==> config.mk <==
export PLATFORM = sky130hd
export DESIGN_NAME = vga_config_master
export DESIGN_NICKNAME = d
export VERILOG_FILES = /design/src/rtl/vga_config_master_pkg.sv /design/src/rtl/vga_cfg_timeout.sv /design/src/rtl/vga_config_master.sv
export SDC_FILE = /design/constraint.sdc
export NUM_CORES = 1
export LEC_CHECK = 0
export BUFFER_PORTS_ARGS = -buffer_cell sky130_fd_sc_hd__buf_2
export CORE_MARGIN = 3
export CORE_UTILIZATION = 50
export CTS_BUF_LIST = sky130_fd_sc_hd__clkbuf_4
export DETAILED_ROUTE_END_ITERATION = 7
export GPL_TIMING_DRIVEN = 0
export PLACE_DENSITY_LB_ADDON = 0.3
export SLEW_MARGIN = 20
export SYNTH_ARGS = -nofsm -noshare
export SYNTH_HDL_FRONTEND = slang
export SYNTH_SLANG_ARGS = --single-unit
==> constraint.sdc <==
create_clock -name Clk -period 2.16 [get_ports Clk]
set_input_delay 0.324 -clock Clk [delete_from_list [all_inputs] [get_ports Clk]]
set_output_delay 0.324 -clock Clk [all_outputs]
set_load 0.005 [all_outputs]
==> src/rtl/vga_config_master_pkg.sv <==
// rtl/vga_config_master_pkg.sv - shared VGA mode codes, config address and FSM state encoding
package vga_config_master_pkg;

  typedef enum logic [1:0] {
    R6X4         = 2'b00,
    R8X6         = 2'b01,
    R10X7        = 2'b10,
    MODE_ILLEGAL = 2'b11
  } vga_mode_e;

  localparam logic [7:0] ADDR_VGA_CONFIG_DEFAULT = 8'h00;

  typedef enum logic [1:0] {
    ST_IDLE,
    ST_SEND,
    ST_WAIT_RDY
  } cfg_state_e;

  function automatic logic mode_legal(input logic [1:0] mode);
    return mode != MODE_ILLEGAL;
  endfunction

endpackage

==> src/rtl/vga_cfg_timeout.sv <==
// rtl/vga_cfg_timeout.sv - loadable up-counter with clear, enable and expired flag
module vga_cfg_timeout
  import vga_config_master_pkg::*;
#(
  parameter int TIMEOUT  = 16,
  parameter int TO_WIDTH = 5
) (
  input  logic                clk,
  input  logic                rst,
  input  logic                clear,
  input  logic                load,
  input  logic [TO_WIDTH-1:0] load_value,
  input  logic                enable,
  output logic                expired
);

  logic [TO_WIDTH-1:0] count;

  // expired marks the TIMEOUT-th enabled cycle, so the owner acts on that same edge
  assign expired = (count == TO_WIDTH'(TIMEOUT - 1));

  always_ff @(posedge clk) begin
    if (rst || clear) begin
      count <= '0;
    end else if (load) begin
      count <= load_value;
    end else if (enable && !expired) begin
      count <= count + TO_WIDTH'(1);
    end
  end

endmodule

==> src/rtl/vga_config_master.sv <==
// rtl/vga_config_master.sv - config bus initiator: one resolution write per request with ack timeout and retry
module vga_config_master
  import vga_config_master_pkg::*;
#(
  parameter int                      CONFIG_WIDTH    = 8,
  parameter logic [CONFIG_WIDTH-1:0] ADDR_VGA_CONFIG = CONFIG_WIDTH'(ADDR_VGA_CONFIG_DEFAULT),
  parameter int                      TIMEOUT         = 16,
  parameter int                      MAX_RETRY       = 3,
  parameter int                      TO_WIDTH        = 5
) (
  input  logic                    Clk,
  input  logic                    Rst,
  input  logic                    Req_valid,
  input  logic [1:0]              Req_mode,
  input  logic                    Req_force,
  input  logic                    C_rdy,
  output logic                    C_valid,
  output logic [CONFIG_WIDTH-1:0] C_addr,
  output logic [CONFIG_WIDTH-1:0] C_data,
  output logic                    Busy,
  output logic                    Done,
  output logic                    Err,
  output logic [1:0]              Cur_mode
);

  localparam int RW = (MAX_RETRY < 1) ? 1 : $clog2(MAX_RETRY + 1);

  cfg_state_e  state;
  logic [1:0]  mode_q;
  logic [RW-1:0] retry_q;
  logic        pend_valid;
  logic [1:0]  pend_mode;
  logic        pend_force;

  logic [1:0]  sel_mode;
  logic        sel_force;
  logic        take;
  logic        pend_wr;
  logic        pend_n;
  logic        to_expired;

  // The held request outranks a fresh strobe; a strobe that cannot be served now lands in the buffer.
  always_comb begin
    sel_mode  = pend_valid ? pend_mode  : Req_mode;
    sel_force = pend_valid ? pend_force : Req_force;
    take      = (state == ST_IDLE) && (pend_valid || Req_valid);
    pend_wr   = Req_valid && ((state != ST_IDLE) || pend_valid);
    pend_n    = pend_wr || (pend_valid && !take);
  end

  vga_cfg_timeout #(
    .TIMEOUT  (TIMEOUT),
    .TO_WIDTH (TO_WIDTH)
  ) u_timeout (
    .clk        (Clk),
    .rst        (Rst),
    .clear      (state == ST_SEND),
    .load       (1'b0),
    .load_value ('0),
    .enable     ((state == ST_WAIT_RDY) && !C_rdy),
    .expired    (to_expired)
  );

  always_ff @(posedge Clk) begin
    if (Rst) begin
      state      <= ST_IDLE;
      mode_q     <= R6X4;
      retry_q    <= '0;
      pend_valid <= 1'b0;
      pend_mode  <= R6X4;
      pend_force <= 1'b0;
      C_valid    <= 1'b0;
      C_addr     <= '0;
      C_data     <= '0;
      Busy       <= 1'b0;
      Done       <= 1'b0;
      Err        <= 1'b0;
      Cur_mode   <= R6X4;
    end else begin
      Done       <= 1'b0;
      Err        <= 1'b0;
      pend_valid <= pend_n;
      if (pend_wr) begin
        pend_mode  <= Req_mode;
        pend_force <= Req_force;
      end

      case (state)
        ST_IDLE: begin
          Busy <= pend_n;
          if (take) begin
            if (!mode_legal(sel_mode)) begin
              Err <= 1'b1;
            end else if ((sel_mode == Cur_mode) && !sel_force) begin
              Done <= 1'b1;
            end else begin
              mode_q  <= sel_mode;
              retry_q <= '0;
              state   <= ST_SEND;
              C_valid <= 1'b1;
              C_addr  <= ADDR_VGA_CONFIG;
              C_data  <= CONFIG_WIDTH'(sel_mode);
              Busy    <= 1'b1;
            end
          end
        end

        ST_SEND: begin
          C_valid <= 1'b0;
          C_addr  <= '0;
          C_data  <= '0;
          state   <= ST_WAIT_RDY;
          Busy    <= 1'b1;
        end

        ST_WAIT_RDY: begin
          if (C_rdy) begin
            Cur_mode <= mode_q;
            Done     <= 1'b1;
            state    <= ST_IDLE;
            Busy     <= pend_n;
          end else if (to_expired) begin
            if (retry_q < RW'(MAX_RETRY)) begin
              retry_q <= retry_q + RW'(1);
              state   <= ST_SEND;
              C_valid <= 1'b1;
              C_addr  <= ADDR_VGA_CONFIG;
              C_data  <= CONFIG_WIDTH'(mode_q);
              Busy    <= 1'b1;
            end else begin
              Err   <= 1'b1;
              state <= ST_IDLE;
              Busy  <= pend_n;
            end
          end else begin
            Busy <= 1'b1;
          end
        end

        default: begin
          state <= ST_IDLE;
          Busy  <= pend_n;
        end
      endcase
    end
  end

endmodule
==> flow_metrics.tcl <==
set metrics [dict create \
    clock-sinks 23 \
    cts_hold_buf 0 \
    fin_setup_tns_ps 0 \
    synth_area_per_cell_um2 8.89 \
    drv_cap 0 \
    setup_viol 0 \
    syn_area_um2 1420 \
    yosysMostFrequentCell "dfxtp_1" \
    core_um2 2590 \
    r2r-start "u_timeout.count[1]" \
    grt_pass1_vias 1066 \
    synthAdderAreaFrac 0.0686 \
    yosysWarnings 0 \
    hp-class "primary input to flop" \
    hold_depth 3 \
    fmax_mhz 483 \
    post_drt_wl_per_cell_um 13.0 \
    dp_hpwl_mm 2.28 \
    status "finished clean" \
    cts_setup_buffers 0 \
    crit_fanout 5 \
    finalCriticalPeriod_ps 2070 \
    critical_path.top_delay_family "simple AND/OR/NAND/NOR gates" \
    area_delta_synth_final_pct 13.7 \
    drc 0 \
    grt_util_met1 0.212 \
    numCtsBuffers 3 \
    critPathCaptureType "flop" \
    synth_top_area_frac 0.324 \
    r2r.worst_path.cells 8 \
    dr_total_vias 1140 \
    dieArea_um2 3520 \
    diodes 0 \
    yosysTopAreaCell "dfxtp_1" \
    cts.clk_slew.worst_paths_ps 130 \
    netSwitchingFraction 0.395 \
    finalHoldViolCount 0 \
    synth_common_cells "dfxtp_1, nor2_1, buf_4" \
    power_frac_clock 0.147 \
    worst-path-buf-inv 0 \
    synthSimpleGateAreaFrac 0.161 \
    reg2reg_slack_ps 90 \
    cp_cell_sequence "ha_1, and3_1, ha_2, or3b_4, a21oi_4, o211ai_1, nand4_1, o31ai_2" \
    yosysUniqueCellTypes 48 \
    io_buffers 13 \
    cp.required_ps 2370 \
    final_cell_area_um2 1620 \
    async_flop_share 0 \
    drt-initial-drc-count 26 \
    comb_power_share 0.486 \
    ys_seq_area_frac 0.324 \
    slowest_delay_ps 410 \
    wl_mm 2.87 \
    synth_top_family_by_area "compound AO/OA/AOI/OAI gates" \
    synth_compound_area_frac 0.193 \
    synthMuxAreaShare 0.0765 \
    cts_max_level 1 \
    ys.flop_type "dfxtp_1" \
    post-route-util 0.625 \
    crit_arrival_ps 2270 \
    worstReg2RegEnd "C_data[0]" \
    met3_usage 0.0305 \
    die_w_um 59.3 \
    synthTopCellsByArea "dfxtp_1, buf_4, ha_1" \
    clock_latency_ps 320 \
    rsz0062_at_grt "no" \
    grt_overflow 0 \
    num_rows 18 \
    power.total_mw 1.48 \
    synth_xor_area_frac 0.0422 \
    fp.dieH_um 59.3 \
    ctsLongestPathBuffers 2 \
    initial_core_util 0.549 \
    grt-busiest-layer "met2" \
    whs_endpoint "pend_force" \
    viasPerCell 5.18 \
    netSwitchingPower_mw 0.584 \
    synthCells 160 \
    cts_tree "built" \
    drv_slew 0 \
    placed_cell_area_um2 1570 \
    groute.usage.overall 0.173 \
    grt_util_met2 0.301 \
    nets 205 \
    fillers 236 \
    gp_congestion 0.833 \
    clock-root-buffer "clkbuf_4" \
    grt_max_degree 13 \
    antenna_found_initial 0 \
    cpMaxStageDelayCell "or3b_4" \
    path_class "flop to flop" \
    drtAntennaViolNets 0 \
    ir_drop_mv 0.531 \
    drtPass1Iterations 4 \
    finClkSkew_ps 2.59 \
    p_per_area_nw_per_um2 915 \
    synth-edff-count 0 \
    p_int_mw 0.896 \
    synth-seq-cells 23 \
    io_pins 29 \
    min_from "Req_force" \
    p_seq_frac 0.367 \
    fin_crit_sh 0.958 \
    leakagePower_nw 0.722 \
    cp-start-kind "flop" \
    drive_above_1_share 0.300 \
    grt_pass1_wl_mm 4.66 \
]
==> flip-flops by register name, indices dropped and copies added, names as in the netlist <==
signal and flops:
Busy 1, pend_mode 2, mode_q 2, retry_q 2, C_valid 1, pend_force 1, pend_valid 1, u_timeout.count 5
state 2, C_data 2, Done 1, Err 1, Cur_mode 2
==> worst max-delay path by stage <==
| stage | startpoint | endpoint | slack (ps) | depth (start not counted) |
|---|---|---|---|---|
| 3_5_place_dp | u_timeout.count[0] | C_data[0] | 20 | 8 |
| 5_1_grt | u_timeout.count[1] | C_data[0] | 8 | 8 |
| 2_1_floorplan | u_timeout.count[0] | C_data[0] | 250 | 8 |
| 4_1_cts | u_timeout.count[0] | C_data[0] | 1 | 8 |
| 6_report | u_timeout.count[1] | C_data[0] | 90 | 8 |
| 3_3_place_gp | u_timeout.count[0] | C_data[0] | 70 | 8 |
==> worst register-to-register path: stages (launching register included) <==
cell,delay (ps)
dfxtp_1,370
ha_1,170
and3_1,170
ha_2,220
or3b_4,410
a21oi_4,190
o211ai_1,190
nand4_1,170
o31ai_2,70
==> power groups by stage <==
stage                     sequential (mW)  combinational, mW  clock [mW]
after floorplan                     0.549              0.553           0
after global placement              0.549              0.678           0
after detailed placement            0.552              0.708           0
after CTS                           0.542              0.711       0.217
after global routing                0.551              0.794       0.237
final                               0.543              0.720       0.218
==> layer usage <==
metal  vias to the layer above  wire, um
met5                         -         0
met4                         0        39
met3                         5       183
met2                        37      1410
met1                       517      1240
li1                        581         -
==> cells in the final DEF, fill, tap and decap left out, drive strengths merged, types with 4 or more instances in the layout <==
cell type / count
buf: 33
dfxtp: 23
nor2: 18
conb: 14
inv: 12
a21oi: 11
nand2: 10
o21ai: 8
mux2i: 7
ha: 7
nand3: 5
clkbuf: 5
xnor2: 4
==> metrics by stage <==
| stage | worst slack (ps) | std cells | hold slack (ps) |
|---|---|---|---|
| final | 91.3 | 220 | 253 |
| after global routing | 8.40 | 220 | 297 |
| after CTS | 1.13 | 220 | 257 |
| after detailed placement | 20.1 | 216 | 460 |
| after global placement | 69.2 | 216 | 455 |
| after floorplan | 249 | 173 | 450 |
==> repair_timing <==
action,4_1_cts,5_1_grt
pin swaps,1,0
resized for setup,0,4
setup endpoints to repair,1,3
==> cell families (layout without fill, tap and decap cells) <==
group | count (synthesis) | after routing
AOI/OAI and AO/OA | 33 | 33
and+or+nand+nor | 47 | 47
buffers and inverters | 33 | 50
muxes | 9 | 9
adders and majority gates | 8 | 8
xor gates and xnor gates | 6 | 6
DFF | 23 | 23
other | 1 | 14
==> final cells by class <==
cell class              instances  area [um^2]  area share
plain buffers                  21          143      0.0882
clock buffers                   4         30.0      0.0186
inverters                      12         45.0      0.0278
multi-input cells             117          836       0.517
flip-flops and latches         23          462       0.285
well taps                      30         37.5      0.0232
repair buffers                 13         65.1      0.0402
(Power assumes the default switching activity.)
